<file path="config.mk">
export PLATFORM = sky130hd
export DESIGN_NAME = cve2_pmp_chk_arb_flat
export DESIGN_NICKNAME = d
export VERILOG_FILES = /design/src/rtl/cve2_pmp_chk_arb_if.sv /design/src/rtl/cve2_pmp_chk_arb.sv /design/src/flat_wrapper.sv
export SDC_FILE = /design/constraint.sdc
export NUM_CORES = 1
export LEC_CHECK = 0
export BUFFER_PORTS_ARGS = -buffer_cell sky130_fd_sc_hd__buf_4
export CORE_UTILIZATION = 30
export DETAILED_ROUTE_END_ITERATION = 6
export GPL_ROUTABILITY_DRIVEN = 0
export PLACE_DENSITY = 0.58
export SKIP_CTS_REPAIR_TIMING = 1
export SYNTH_ARGS = -nofsm -noshare
export SYNTH_HDL_FRONTEND = slang
export SYNTH_SLANG_ARGS = --single-unit
</file>
<file path="constraint.sdc">
create_clock -name clk_i -period 4.1 [get_ports clk_i]
set_input_delay 0.41 -clock clk_i [delete_from_list [all_inputs] [get_ports clk_i]]
set_output_delay 0.41 -clock clk_i [all_outputs]
set_load 0.1 [all_outputs]
</file>
<file path="src/rtl/cve2_pmp_chk_arb_if.sv">
// Bundle of the requester, PMP checker and status signals around
// cve2_pmp_chk_arb.
//   slave  : the arbiter side (takes requests, drives chk_*/rsp_*/status)
//   master : the environment side (requesters, PMP checker, CSR unit)
// Signals:
//   req_valid_i/req_ready_o          per-requester request handshake
//   req_addr_i/req_type_i/req_priv_i packed per-requester payload
//   chk_addr_o/chk_type_o/chk_priv_o checker channel, chk_err_i its result
//   csr_pmp_update_i                 PMP CSR write strobe
//   rsp_valid_o/rsp_ready_i          per-requester response handshake
//   rsp_err_o                        fault result of the response
//   busy_o, err_cnt_o                status
interface cve2_pmp_chk_arb_if #(
    parameter int unsigned NumReq      = 3,
    parameter int unsigned AddrWidth   = 34,
    parameter int unsigned ErrCntWidth = 16
);
    logic [NumReq-1:0]           req_valid_i;
    logic [NumReq-1:0]           req_ready_o;
    logic [NumReq*AddrWidth-1:0] req_addr_i;
    logic [NumReq*2-1:0]         req_type_i;
    logic [NumReq*2-1:0]         req_priv_i;
    logic [AddrWidth-1:0]        chk_addr_o;
    logic [1:0]                  chk_type_o;
    logic [1:0]                  chk_priv_o;
    logic                        chk_err_i;
    logic                        csr_pmp_update_i;
    logic [NumReq-1:0]           rsp_valid_o;
    logic [NumReq-1:0]           rsp_ready_i;
    logic                        rsp_err_o;
    logic                        busy_o;
    logic [ErrCntWidth-1:0]      err_cnt_o;

    modport slave (
        input  req_valid_i, req_addr_i, req_type_i, req_priv_i,
               chk_err_i, csr_pmp_update_i, rsp_ready_i,
        output req_ready_o, chk_addr_o, chk_type_o, chk_priv_o,
               rsp_valid_o, rsp_err_o, busy_o, err_cnt_o
    );

    modport master (
        output req_valid_i, req_addr_i, req_type_i, req_priv_i,
               chk_err_i, csr_pmp_update_i, rsp_ready_i,
        input  req_ready_o, chk_addr_o, chk_type_o, chk_priv_o,
               rsp_valid_o, rsp_err_o, busy_o, err_cnt_o
    );
endinterface

</file>
<file path="src/rtl/cve2_pmp_chk_arb.sv">
// Round-robin arbiter/sequencer sharing one PMP check channel among NumReq
// requesters. A granted request is latched onto the chk_* outputs, the
// checker result is sampled (and re-sampled while PMP CSRs are being
// written), then a registered response is returned to the winner.
// Faulting responses are counted in a saturating counter.
// Ports:
//   clk_i  rising-edge clock
//   rst_i  synchronous active-high reset
//   bus    cve2_pmp_chk_arb_if slave modport (requests, checker, responses)
module cve2_pmp_chk_arb #(
    parameter int unsigned NumReq      = 3,
    parameter int unsigned AddrWidth   = 34,
    parameter int unsigned ErrCntWidth = 16
) (
    input  logic                clk_i,
    input  logic                rst_i,
    cve2_pmp_chk_arb_if.slave   bus
);
    localparam int unsigned IdxW = (NumReq > 1) ? $clog2(NumReq) : 1;

    typedef enum logic [1:0] {
        IDLE,
        CHECK,
        RESP
    } state_e;

    state_e                 state;
    logic [IdxW-1:0]        rr_ptr;
    logic [IdxW-1:0]        owner;
    logic [IdxW-1:0]        grant_idx;
    logic                   grant_any;
    int unsigned            scan_idx;
    logic [NumReq-1:0]      ready;
    logic [NumReq-1:0]      rsp_valid;
    logic [AddrWidth-1:0]   chk_addr;
    logic [1:0]             chk_type;
    logic [1:0]             chk_priv;
    logic                   err_q;
    logic                   busy;
    logic [ErrCntWidth-1:0] err_cnt;

    // First valid requester at or after rr_ptr, scanning upward with wrap.
    always_comb begin
        grant_any = 1'b0;
        grant_idx = '0;
        scan_idx  = 0;
        for (int unsigned k = 0; k < NumReq; k++) begin
            scan_idx = 32'(rr_ptr) + k;
            if (scan_idx >= NumReq) begin
                scan_idx = scan_idx - NumReq;
            end
            if (!grant_any && bus.req_valid_i[scan_idx]) begin
                grant_any = 1'b1;
                grant_idx = IdxW'(scan_idx);
            end
        end
    end

    // Ready is combinational so the handshake completes in the grant cycle;
    // it is suppressed during reset so nothing is accepted then.
    always_comb begin
        ready = '0;
        if (state == IDLE && grant_any && !rst_i) begin
            ready[grant_idx] = 1'b1;
        end
    end

    always_ff @(posedge clk_i) begin
        if (rst_i) begin
            state     <= IDLE;
            rr_ptr    <= '0;
            owner     <= '0;
            chk_addr  <= '0;
            chk_type  <= '0;
            chk_priv  <= '0;
            rsp_valid <= '0;
            err_q     <= 1'b0;
            busy      <= 1'b0;
            err_cnt   <= '0;
        end else begin
            case (state)
                IDLE: begin
                    if (grant_any) begin
                        owner    <= grant_idx;
                        chk_addr <= bus.req_addr_i[grant_idx*AddrWidth +: AddrWidth];
                        chk_type <= bus.req_type_i[grant_idx*2 +: 2];
                        chk_priv <= bus.req_priv_i[grant_idx*2 +: 2];
                        rr_ptr   <= (grant_idx == IdxW'(NumReq - 1)) ? '0 : grant_idx + 1'b1;
                        busy     <= 1'b1;
                        state    <= CHECK;
                    end
                end
                CHECK: begin
                    // A CSR write this cycle invalidates the result; keep the
                    // payload on chk_* so the check repeats next cycle.
                    if (!bus.csr_pmp_update_i) begin
                        err_q     <= bus.chk_err_i;
                        chk_addr  <= '0;
                        chk_type  <= '0;
                        chk_priv  <= '0;
                        rsp_valid <= NumReq'(1) << owner;
                        state     <= RESP;
                    end
                end
                RESP: begin
                    if (bus.rsp_ready_i[owner]) begin
                        if (err_q && (err_cnt != '1)) begin
                            err_cnt <= err_cnt + 1'b1;
                        end
                        rsp_valid <= '0;
                        err_q     <= 1'b0;
                        busy      <= 1'b0;
                        state     <= IDLE;
                    end
                end
                default: state <= IDLE;
            endcase
        end
    end

    assign bus.req_ready_o = ready;
    assign bus.chk_addr_o  = chk_addr;
    assign bus.chk_type_o  = chk_type;
    assign bus.chk_priv_o  = chk_priv;
    assign bus.rsp_valid_o = rsp_valid;
    assign bus.rsp_err_o   = err_q;
    assign bus.busy_o      = busy;
    assign bus.err_cnt_o   = err_cnt;
endmodule

</file>
<file path="src/flat_wrapper.sv">
// flat-port wrapper written by rule: the top's interface ports become plain ports
module cve2_pmp_chk_arb_flat 
#(
    parameter int unsigned NumReq      = 3,
    parameter int unsigned AddrWidth   = 34,
    parameter int unsigned ErrCntWidth = 16
)
  (clk_i, rst_i, bus_req_valid_i, bus_req_addr_i, bus_req_type_i, bus_req_priv_i, bus_chk_err_i, bus_csr_pmp_update_i, bus_rsp_ready_i, bus_req_ready_o, bus_chk_addr_o, bus_chk_type_o, bus_chk_priv_o, bus_rsp_valid_o, bus_rsp_err_o, bus_busy_o, bus_err_cnt_o);
  cve2_pmp_chk_arb_if #(.NumReq(NumReq), .AddrWidth(AddrWidth), .ErrCntWidth(ErrCntWidth)) bus_i ();
  input  logic clk_i;
  input  logic rst_i;
  input wire logic [$bits(bus_i.req_valid_i)-1:0] bus_req_valid_i;
  input wire logic [$bits(bus_i.req_addr_i)-1:0] bus_req_addr_i;
  input wire logic [$bits(bus_i.req_type_i)-1:0] bus_req_type_i;
  input wire logic [$bits(bus_i.req_priv_i)-1:0] bus_req_priv_i;
  input wire logic [$bits(bus_i.chk_err_i)-1:0] bus_chk_err_i;
  input wire logic [$bits(bus_i.csr_pmp_update_i)-1:0] bus_csr_pmp_update_i;
  input wire logic [$bits(bus_i.rsp_ready_i)-1:0] bus_rsp_ready_i;
  output wire logic [$bits(bus_i.req_ready_o)-1:0] bus_req_ready_o;
  output wire logic [$bits(bus_i.chk_addr_o)-1:0] bus_chk_addr_o;
  output wire logic [$bits(bus_i.chk_type_o)-1:0] bus_chk_type_o;
  output wire logic [$bits(bus_i.chk_priv_o)-1:0] bus_chk_priv_o;
  output wire logic [$bits(bus_i.rsp_valid_o)-1:0] bus_rsp_valid_o;
  output wire logic [$bits(bus_i.rsp_err_o)-1:0] bus_rsp_err_o;
  output wire logic [$bits(bus_i.busy_o)-1:0] bus_busy_o;
  output wire logic [$bits(bus_i.err_cnt_o)-1:0] bus_err_cnt_o;
  assign bus_i.req_valid_i = bus_req_valid_i;
  assign bus_i.req_addr_i = bus_req_addr_i;
  assign bus_i.req_type_i = bus_req_type_i;
  assign bus_i.req_priv_i = bus_req_priv_i;
  assign bus_i.chk_err_i = bus_chk_err_i;
  assign bus_i.csr_pmp_update_i = bus_csr_pmp_update_i;
  assign bus_i.rsp_ready_i = bus_rsp_ready_i;
  assign bus_req_ready_o = bus_i.req_ready_o;
  assign bus_chk_addr_o = bus_i.chk_addr_o;
  assign bus_chk_type_o = bus_i.chk_type_o;
  assign bus_chk_priv_o = bus_i.chk_priv_o;
  assign bus_rsp_valid_o = bus_i.rsp_valid_o;
  assign bus_rsp_err_o = bus_i.rsp_err_o;
  assign bus_busy_o = bus_i.busy_o;
  assign bus_err_cnt_o = bus_i.err_cnt_o;
  cve2_pmp_chk_arb #(.NumReq(NumReq), .AddrWidth(AddrWidth), .ErrCntWidth(ErrCntWidth)) u_core (.clk_i(clk_i), .rst_i(rst_i), .bus(bus_i));
endmodule
</file>
* Yosys cells after proc, flatten, opt, wreduce, memory -nomap -nowiden
Index checks and enable logic that the tools add are counted.
** Storage, ports and cells
- Flip-flop bits (word level) :: 65
- Bits in latches :: 0
- RAM bits :: 0
- Memory bits (read-only) :: 0
- Word-level logic and storage cells :: 98
- Memories :: 0
** Operators by class
- $add $sub $neg :: 7
- Multipliers :: 1
- Divide/modulo/power cells :: 0
- $lt $le $gt $ge :: 9
- Equality and inequality tests :: 7
- Shift operators :: 4
- Multiplexer cells :: 41
- Bitwise gates (word level) :: 0
- Reduce and logical (&&, ||, !) cells :: 19
** Operators by type and width (number)
- indexed part select 102 x 9 -> 34 bit :: 1
- < comparator 32 x 3 -> 1 bit, second input constant :: 3
- 2-to-1 mux 32 bit :: 3
- 2-to-1 mux 34 bit :: 2
- one-hot mux 34 bit (2 select lines) :: 1
- >= comparator 32 x 2 -> 1 bit, second input constant :: 2
- subtractor 32 x 2 -> 32 bit, second input constant :: 2
- 2-to-1 mux 2 bit :: 10
- adder 16 x 1 -> 16 bit, second input constant :: 1
- != test 16 bit, second input constant :: 1
- AND reduction 3 bit :: 5
- indexed part select 6 x 4 -> 2 bit :: 2
- 2-to-1 mux 1 bit :: 11
- 2-to-1 mux 3 bit :: 3
- binary-select mux 1 bit (select 2 bit) :: 4
- one-hot mux 2 bit (2 select lines) :: 2
- multiplier 2 x 5 -> 7 bit, second input constant :: 1
- logical AND 1 bit :: 6
- < comparator 2 x 3 -> 1 bit, second input constant :: 2
- one-hot mux 2 bit (3 select lines) :: 1
- one-hot mux 3 bit (2 select lines) :: 1
- nonzero test 2 bit :: 3
- == test 2 bit, second input constant :: 2
- != test 2 x 1 -> 1 bit, second input constant :: 2
- 14 further kinds :: 17

* Logic depth before layout (Yosys ltp)
Gate-level depths: netlist of the first run.
- Depth in word-level cells :: 16
- Gate-level depth with buffers :: 11
- Gate-level depth less buffers :: 8

* Worst setup path after synthesis of the first run
Ideal clock, no wire load.
- Kind :: flip-flop to output port
- Start point :: register u_core.rr_ptr[0]
- End point :: output bus_req_ready_o[2]
- Data arrival time :: 4.785 ns
- Data required time :: 3.690 ns
- Path slack :: -1.095 ns
- Stages on the path, launching flop included :: 10
- Path buffers :: 2
- Cells stage by stage :: dfxtp_1 -> inv_1 -> ha_1 -> buf_2 -> and3b_1 -> o21a_1 -> nand2b_1 -> buf_2 -> mux2_2 -> nor4_1
** Between the ends
- Word-level cells in the longest chain between the ends :: 16
- Elaborated cells between the ends (all ways) :: 35
- Classes of those cells :: add/sub: 5; order compare: 5; mux: 18; reduce/logical: 7
** Ends and longest elaborated chain
- start, declared :: RTL line cve2_pmp_chk_arb.sv:28 : logic [IdxW-1:0] rr_ptr;
- start signal, assigned :: RTL line cve2_pmp_chk_arb.sv:88 : rr_ptr <= (grant_idx == IdxW'(NumReq - 1)) ? '0 : grant_idx + 1'b1;
- branches (longest 15 deep; another with subtractor 32 x 2 -> 32 bit)
- 2-to-1 mux 3 bit (*) :: RTL line cve2_pmp_chk_arb.sv:63 : if (state == IDLE && grant_any && !rst_i) begin
- end, declared :: RTL line flat_wrapper.sv:19 : output wire logic [$bits(bus_i.req_ready_o)-1:0] bus_req_ready_o;
Every way passes the cells marked *. The select of a mux whose other input is x is not followed.

* Final worst setup path of the first run
- Start point :: register u_core.rr_ptr[1]
- End point :: output bus_req_ready_o[2]
Same word-level chain as after synthesis.

==> results.md, run 1 <==
* Largest cells by area after synthesis: dfxtp_1, a32oi_1, o311ai_0, nand3b_1, nor3b_1
* Pwr per Cell Area at 689 nW/um2
* Clock share of power at 0.181
* CTS tree: done
* Post-synth top cells: dfxtp_1, o21ai_0, nand3b_1, nor3_1, nor3b_1
* Slowest stage delay, CP at 430 ps
* Die ar. at 15100 um2
* P_sw at 2.32 mW
* CP Launch Type: register
* Peak supply drop at 0.000322 V
* First-pass GRT wire length at 24400 um
* Gate Count Post-Synth at 545
* Most common cell in the netlist: dfxtp_1
* Total CTS buffers at 9
* CP max FO at 52
* Chip Width at 123 um
* FP Rows at 43
* Largest net degree at the start of global routing at 108
* Worst min-delay path class: in -> reg
* Synthesized Nets at 674
* Sw frac at 0.550
* # diodes at 0
* Period utilization at 0.902
* Syn-to-layout area delta at 40.1%
* RSZ-0062 raised after global routing: no
* Clk root buf: clkbuf_16
* Layout Skew at 7.34 ps
* Fmax at 0.270 GHz
* Max-slew headroom at 0.439
* I/O pin cnt at 186
* Mapped Area at 4370 um2
* CP most frequent cell: buf_4
* Final nets at 821
* Ys flop type: dfxtp_1
* Die span in y at 123 um
* Skew-Pair Late Insertion Delay at 350 ps
* Max Slew Vio Count at 0
* Total GRT Usage at 0.211
* Vias per inst at 5.69
* WP data arrival at 3290 ps
* Status: completed
* Post-synthesis sequential area ratio at 0.298
* Hold Vio Cnt, Final at 0
* Setup CP Type: reg -> out
* Routed WL per cell at 18.3 um
* Cell chain of the critical path: inv_1, ha_4, mux2i_2, o22a_1, buf_4, nand2b_1, mux2_2, nor4_2, buf_4
* Fraction of layout cells with a size suffix above 1 at 0.317
* Drt total wl at 16100 um
* Post-synth top area share at 0.298
* Vias in the first global route at 4766
* Minimum clock period at 3700 ps
* GR Overflow Total at 0
* Worst endpoint required time at 3690 ps
* Synth Register Bits at 65
* Hold slack at 298 ps
* Antenna violations before repair at 0
* Post-synth EDFFs at 0
* Post-route setup TNS at 0 ps
* Detail Route Antenna Nets at 0
* # DRC at 0
* Drt first pass iters at 6
* Violation count after the first detailed-route iteration at 298
* Htree depth at 3
* Yosys warning count at 0
* Largest area contributor in the netlist: dfxtp_1
* Clk buf depth at 2
* Setup violators final at 0
* Crit path max-delay family: buffers and inverters
* MaxCap Viol Count at 0
* Clock transition at path regs at 60 ps
* CP bufs+invs at 3
* Worst-margin pin slew at 841 ps
* Crit. End Element: output port
* Sequential share of power at 0.208
* Gate power share at 0.611
* Leakage at 2.32 nW
* P_int at 1.90 mW
* Initial Util at 0.311
* FFs w/ async S/R, synth at 0
* CP max stage cell: ha_4
* Mean post-synth cell area at 8.02 um2
* DPL Wire Length at 11200 um
* # clock sinks at 65
* Distinct cells, synth at 45
* Core footprint at 14000 um2
* Total vias in the final route at 4986
* Port Buffers at 185
## layout make-up
class	count	area [um2]
fillers	1364	7920
repair buffers	195	1460
well taps	180	225
multi-input cells	415	2820
flip-flops and latches	65	1300
clock buffers	10	239
clock inverters	6	50.0
inverters	6	22.5
## cells in the final DEF (no fill, tap or decap), types with 3 or more instances in the layout
master	synthesis	layout
a21oi_1	12	12
a31oi_1	3	3
a32oi_1	38	38
and3_1	6	6
and3b_1	3	3
and4_1	4	4
buf_4	1	195
clkbuf_16	0	9
dfxtp_1	65	65
ha_1	5	4
inv_1	6	6
inv_6	0	3
mux2i_1	6	6
nand2_1	8	8
nand2b_1	7	7
nand3_1	15	15
nand3b_1	42	42
nand4_1	8	8
nor2_1	24	23
nor3_1	41	41
nor3b_1	40	40
o21ai_0	60	60
o21ai_1	21	21
o311ai_0	38	38
xor2_1	13	13
## sequential cells by signal, indices dropped and copies added, names as in the netlist
signal,count
u_core.bus.chk_priv_o,2
u_core.rr_ptr,2
u_core.bus.chk_addr_o,34
u_core.bus.rsp_valid_o,3
u_core.owner,2
u_core.bus.chk_type_o,2
u_core.state,2
u_core.bus.err_cnt_o,16
u_core.bus.rsp_err_o,1
u_core.bus.busy_o,1
## cell families after synthesis
logic type / after synthesis / share of synthesized area
AND/OR/NAND/NOR: 208 / 0.291
adder cells (fa/ha/maj): 5 / 0.0143
flip-flops: 65 / 0.298
XOR/XNOR: 13 / 0.0261
buffers and inverters: 65 / 0.0658
multiplexers: 8 / 0.0195
AO/OA/AOI/OAI: 181 / 0.286
## worst register-to-register path: cells and delay by family (launching register included)
| kind | cells | cell delay [ps] |
|---|---|---|
| AO/OA/AOI/OAI | 3 | 880 |
| adder cells (fa/ha/maj) | 1 | 430 |
| buffers and inverters | 3 | 800 |
| flip-flops | 1 | 340 |
| multiplexers | 1 | 400 |
| AND/OR/NAND/NOR | 2 | 190 |
## per-stage QoR
| step | area, um2 | power (mW) | setup slack, ps | instances | util |
|---|---|---|---|---|---|
| final | 6120 | 4.22 | 403 | 877 | 0.436 |
| after global routing | 6120 | 4.45 | 220 | 877 | 0.436 |
| after CTS | 6120 | 4.25 | 404 | 877 | 0.436 |
| after detailed placement | 5830 | 3.47 | 782 | 861 | 0.415 |
| after global placement | 5830 | 3.42 | 875 | 861 | 0.415 |
| after floorplan | 4380 | 2.84 | 69.9 | 545 | - |
## power by group through the flow
stage | logic [mW] | registers, mW | clock network, mW
detailed placement | 2.58 | 0.886 | 0
finish | 2.58 | 0.876 | 0.765
floorplan | 1.14 | 1.70 | 0
CTS | 2.58 | 0.876 | 0.789
global placement | 2.53 | 0.886 | 0
global route | 2.75 | 0.893 | 0.813
## final timing paths
path / from / end / slack [ps] / cells past startpoint
max reg2reg: u_core.rr_ptr[1] / u_core.bus.chk_addr_o[10] / 910 / 10
max: u_core.rr_ptr[1] / bus_req_ready_o[2] / 400 / 9
min: bus_req_addr_i[70] / u_core.bus.chk_addr_o[2] / 300 / 3
min reg2reg: u_core.bus.chk_addr_o[2] / u_core.bus.chk_addr_o[2] / 470 / 2
## routing by layer
metal	part of all wire	track usage
met4	0.020	0.0701
met5	0	0
met2	0.47	0.343
met3	0.078	0.0711
met1	0.43	0.259
No activity file was read; power rests on OpenSTA's default activity.
==> run 2, diff against run 1 <==
- ABC_AREA: unset -> 1
- CORE_UTILIZATION: 30 -> 50
- GPL_TIMING_DRIVEN: unset -> 0
- PLACE_DENSITY: 0.58 -> 0.9
==> results.md, run 2 <==
* Worst min-delay path class: in -> reg
* Initial Util at 0.530
* Distinct cells, synth at 29
* Yosys warning count at 0
* Clock transition at path regs at 70 ps
* Port Buffers at 185
* I/O pin cnt at 186
* Sw frac at 0.551
* R2R Setup Slk at 1570 ps
* Worst-margin pin slew at 535 ps
* Fillers at 540
* Post-route cell area at 5460 um2
* Syn-to-layout area delta at 47.6%
* # diodes at 0
* Total vias in the final route at 4781
* Mean post-synth cell area at 6.37 um2
* Clock share of power at 0.154
* Final core occ at 0.782
* Wire length on met1 at 4980 um
* Post-route setup TNS at 0 ps
* Skew-Pair Late Insertion Delay at 330 ps
* Layout Skew at 10.5 ps
* Synthesized Nets at 709
* Violation count after the first detailed-route iteration at 317
* Worst Setup EP: bus_req_ready_o[2]
* Post-synthesis sequential area ratio at 0.352
* Placed Area at 5210 um2
* CP max stage cell: dfxtp_1
* Sequential share of power at 0.197
* Fraction of layout cells with a size suffix above 1 at 0.311
* Critical Path Start: u_core.rr_ptr[0]
* Antenna violations before repair at 0
* CP bufs+invs at 4
* Cell chain of the critical path: inv_1, ha_1, inv_2, nand2_1, nand3_1, nand2_1, nand3_1, nand2_2, nor2_2, buf_2, nand2_1, nor2_1, buf_4
* Core footprint at 6980 um2
* Total power at 4.35 mW
* Gate power share at 0.649
* Largest cells by area after synthesis: dfxtp_1, nand2_1, nand3_1, nand4_1, inv_1
* RSZ-0062 raised after global routing: no
* Clk root buf: clkbuf_8
* Status: completed
* Leakage at 2.79 nW
* DR WL met2 at 6530 um
* Placed instance count at 861
* Total CTS buffers at 9
* CP Launch Type: register
* Capture point of the worst reg-to-reg path: u_core.bus.chk_addr_o[26]
* Peak supply drop at 0.000449 V
* Pwr per Cell Area at 797 nW/um2
* # DRC at 0
* Drt first pass iters at 5
* Post-synth top cells: nand2_1, nand3_1, dfxtp_1, nand4_1, inv_1
* Ys flop type: dfxtp_1
* Post-synth EDFFs at 0
* Setup CP Type: reg -> out
* Slowest stage delay, CP at 390 ps
* Fin worst setup slack at 676 ps
* GR Overflow Total at 0
* Met3 WL post-DR at 1200 um
* Period utilization at 0.835
* Largest area contributor in the netlist: dfxtp_1
* Detail Route Antenna Nets at 0
* Largest net degree at the start of global routing at 12
* Max reg flops at 34
* Setup violators final at 0
* RR Startpoint: u_core.rr_ptr[0]
* DPL Wire Length at 10200 um
* Max Slew Vio Count at 0
* Reg2Reg Depth at 12
* P_int at 1.95 mW
* Levels on crit path at 13
* Chip Width at 88.0 um
* Max-slew headroom at 0.643
* Placement Setup Slack at 1040 ps
* Worst endpoint required time at 3690 ps
* Most common cell after layout, fill and taps aside: nand2_1
* Htree depth at 3
* # clock sinks at 65
* Drt total wl at 13200 um
* Synth Register Bits at 65
* Die ar. at 7740 um2
* CTS tree: done
* Post-synth top area share at 0.352
* Final nets at 905
* Gate Count Post-Synth at 580
* Final cell count without fillers at 877
* WP data arrival at 3010 ps
* Routed WL per cell at 15.1 um
* CP most frequent cell: nand2_1
* Minimum clock period at 3420 ps
* Total GRT Usage at 0.338
* Clk buf depth at 2
* Top routing layer in use: met4
* Most common cell in the netlist: nand2_1
* P_sw at 2.40 mW
* Vias in the first global route at 4369
* Crit. End Element: output port
* CP max FO at 10
* Mapped Area at 3700 um2
* Die span in y at 88.0 um
* Vias per inst at 5.45
* First-pass GRT wire length at 20200 um
* Crit path max-delay family: simple AND/OR/NAND/NOR gates
* Most frequent cells in the layout: nand2_1, buf_4, nand3_1, dfxtp_1, nand4_1
* FP Rows at 30
* Fmax at 0.292 GHz
* MaxCap Viol Count at 0
* FFs w/ async S/R, synth at 0
* Hold Vio Cnt, Final at 0
* Hold slack at 336 ps
==> run 2: changes by cell type in the layout (fill, tap and decap cells not counted), sizes merged, moves of 10 or more <==
cell,previous run,this run
a32oi,38,0
buf,195,209
inv,9,39
nand2,8,227
nand3,15,98
nand3b,42,0
nand4,8,41
nor3,41,5
nor3b,40,0
o21ai,81,11
o311ai,38,0
xor2,13,3
==> run 2: logic make-up (layout without fill, tap and decap cells) <==
logic type | count (synthesis) | in the layout | share of synthesized area
AO/OA/AOI/OAI | 32 | 32 | 0.0467
XOR/XNOR | 4 | 4 | 0.00948
adder cells (fa/ha/maj) | 5 | 5 | 0.0169
buffers and inverters | 70 | 271 | 0.0863
flip-flops | 65 | 65 | 0.352
AND/OR/NAND/NOR | 404 | 404 | 0.489
==> run 2: final cells by class <==
| cell class | count | area (um2) | area share |
|---|---|---|---|
| multi-input cells | 445 | 2080 | 0.382 |
| inverters | 39 | 146 | 0.0268 |
| well taps | 96 | 120 | 0.0220 |
| clock inverters | 5 | 103 | 0.0188 |
| repair buffers | 185 | 1390 | 0.255 |
| plain buffers | 31 | 173 | 0.0316 |
| flip-flops and latches | 65 | 1300 | 0.238 |
| clock buffers | 11 | 141 | 0.0259 |
==> run 2: how the worst min path moves through the flow <==
stage	from	to	slack [ps]	cells past startpoint
6_report	bus_req_type_i[3]	u_core.bus.chk_type_o[1]	340	3
5_1_grt	bus_csr_pmp_update_i	u_core.state[0]	350	3
4_1_cts	bus_req_type_i[3]	u_core.bus.chk_type_o[1]	320	3
3_5_place_dp	u_core.bus.chk_addr_o[5]	u_core.bus.chk_addr_o[5]	440	2
3_3_place_gp	u_core.bus.chk_addr_o[11]	u_core.bus.chk_addr_o[11]	440	2
2_1_floorplan	u_core.rr_ptr[0]	u_core.rr_ptr[0]	480	2
==> run 2: tightest hold or removal path, delay by kind of cell <==
| family | cells | cell delay [ps] |
|---|---|---|
| AND/OR/NAND/NOR | 2 | 150 |
| buffers and inverters | 1 | 80 |
==> run 2: power groups by stage <==
stage	Sequential, mW	Clock, mW	Combinational (mW)
CTS	0.854	0.674	2.79
floorplan	1.66	0	1.30
global placement	0.861	0	2.72
finish	0.857	0.669	2.82
detailed placement	0.866	0	2.78
global route	0.867	0.706	3.02
==> run 2: per-layer routing <==
metal | vias up | GRT usage
met1 | 2154 | 0.379
met5 | - | 0
met2 | 271 | 0.605
met3 | 43 | 0.0839
li1 | 2313 | -
met4 | 0 | 0.152
==> run 3, diff against run 2 <==
- CORE_UTILIZATION: 50 -> 42
- PLACE_DENSITY: 0.9 -> 0.8
- clock period: 4.1 -> 2.8 ns (I/O delays scaled with it)
==> results.md, run 3 (same netlist as run 2, synthesis figures left out) <==
* Final core occ at 0.677
* Antenna violations before repair at 0
* Crit path max-delay family: simple AND/OR/NAND/NOR gates
* Detail Route Antenna Nets at 0
* GR Overflow Total at 0
* CP Launch Type: register
* Peak supply drop at 0.000947 V
* CP max FO at 10
* Worst-margin pin slew at 544 ps
* Leakage at 2.86 nW
* Drt total wl at 13200 um
* Clock transition at path regs at 80 ps
* WP data arrival at 2410 ps
* Syn-to-layout area delta at 53.4%
* MaxCap Viol Count at 0
* Vias per inst at 5.21
* Worst min-delay path class: in -> reg
* Max Slew Vio Count at 0
* Fraction of layout cells with a size suffix above 1 at 0.339
* Crit. End Element: output port
* Largest net degree at the start of global routing at 13
* Total GRT Usage at 0.277
* First-pass GRT wire length at 19700 um
* Sequential share of power at 0.194
* Die ar. at 9180 um2
* Layout Skew at 10.5 ps
* CP bufs+invs at 4
* GRT met1 Usage at 0.304
* Met3 usage at 0.0750
* Port Buffers at 185
* P_sw at 3.64 mW
* # clock sinks at 65
* CTS tree: done
* R2R Setup Slk at 510 ps
* Hold Vio Cnt, Final at 0
* Routed WL per cell at 14.7 um
* Skew-Pair Late Insertion Delay at 340 ps
* Chip Width at 95.8 um
* # diodes at 0
* Busiest layer in global routing: met2
* Pwr per Cell Area at 1140 nW/um2
* Routing usage on met2 at 0.525
* Placement Setup Slack at 109 ps
* FP Rows at 33
* # DRC at 0
* Htree depth at 3
* P_int at 2.84 mW
* Worst endpoint required time at 2520 ps
* Core footprint at 8380 um2
* Clk root buf: clkbuf_8
* Most frequent cells in the layout: nand2_1, buf_4, nand3_1, dfxtp_1, nand4_1
* Fillers at 787
* Fmax at 0.372 GHz
* Slowest stage delay, CP at 390 ps
* Clock share of power at 0.108
* Total vias in the final route at 4693
* I/O pin cnt at 186
* Cell chain of the critical path: inv_2, ha_4, inv_4, nand2_1, nand3_1, nand2_2, nand3_1, nand2_4, nor2_4, buf_6, nand2_1, nor2_2, buf_12
* Setup CP Type: reg -> out
* Die span in y at 95.8 um
* Minimum clock period at 2690 ps
* Status: completed
* Clk buf depth at 2
* Period utilization at 0.961
* Fin worst setup slack at 110 ps
* Vias in the first global route at 4305
* Max reg flops at 34
* CP max stage cell: dfxtp_4
* Most common cell after layout, fill and taps aside: nand2_1
* Total CTS buffers at 9
* Setup violators final at 0
* Drt first pass iters at 5
* Gate power share at 0.698
* Max-slew headroom at 0.638
* Initial Util at 0.441
* Final nets at 920
* DPL Wire Length at 10200 um
* Sw frac at 0.562
* Violation count after the first detailed-route iteration at 150
run 3: changes by cell type in the layout (fill, tap and decap cells not counted), sizes merged:
| cell | delta |
|---|---|
| buf | +15 |
| clkinv | +4 |
| bufinv | -3 |
| clkbuf | -2 |
| clkinvlp | +1 |
run 3: final cells by class:
class | instances | area, um2 | share of cell area
clock inverter | 7 | 47.5 | 0.00838
multi-input combinational | 445 | 2190 | 0.386
tap | 105 | 131 | 0.0232
timing repair buffer | 200 | 1530 | 0.270
clock buffer | 9 | 124 | 0.0218
inverter | 39 | 149 | 0.0263
sequential | 65 | 1310 | 0.230
buffer | 31 | 196 | 0.0346
run 3: per-layer routing:
metal / routed length (um) / part of all wire
met5: 0 / 0
met2: 6690 / 0.51
met4: 120 / 0.0091
met1: 5260 / 0.40
met3: 1150 / 0.087
run 3: worst paths after layout:
path,from,endpoint,depth (start not counted)
max,u_core.rr_ptr[0],bus_req_ready_o[2],13
max reg2reg,u_core.rr_ptr[0],u_core.bus.chk_addr_o[15],14
min,bus_req_type_i[3],u_core.bus.chk_type_o[1],3
min reg2reg,u_core.bus.chk_addr_o[3],u_core.bus.chk_addr_o[3],2
run 3: worst reg2reg max path, stage by stage (launching register included):
cell	delay, ps
dfxtp_4	390
inv_2	60
ha_4	270
inv_4	100
nand2_1	50
nand3_1	90
nand2_2	100
buf_4	150
nand4_4	90
buf_4	150
clkbuf_1	370
nand4_1	170
nand3_1	120
nand2_1	60
nand2_1	70
run 3: metrics by stage:
stage               hold slack (ps)  cells  TNS, ps  cell area [um2]  total power [mW]
global placement                438    870        0             5270              5.35
global route                    167    901    -66.3             5670              6.88
detailed placement              441    870        0             5270              5.43
floorplan                       427    580        0             3750              4.40
finish                          182    901        0             5670              6.48
CTS                             176    886     -621             5440              6.13
run 3: power by group through the flow:
stage               combinational (mW)  clock, mW  sequential (mW)
floorplan                         1.97          0             2.43
global route                      4.84      0.756             1.28
global placement                  4.09          0             1.26
detailed placement                4.16          0             1.27
finish                            4.52      0.699             1.26
CTS                               4.17      0.707             1.25
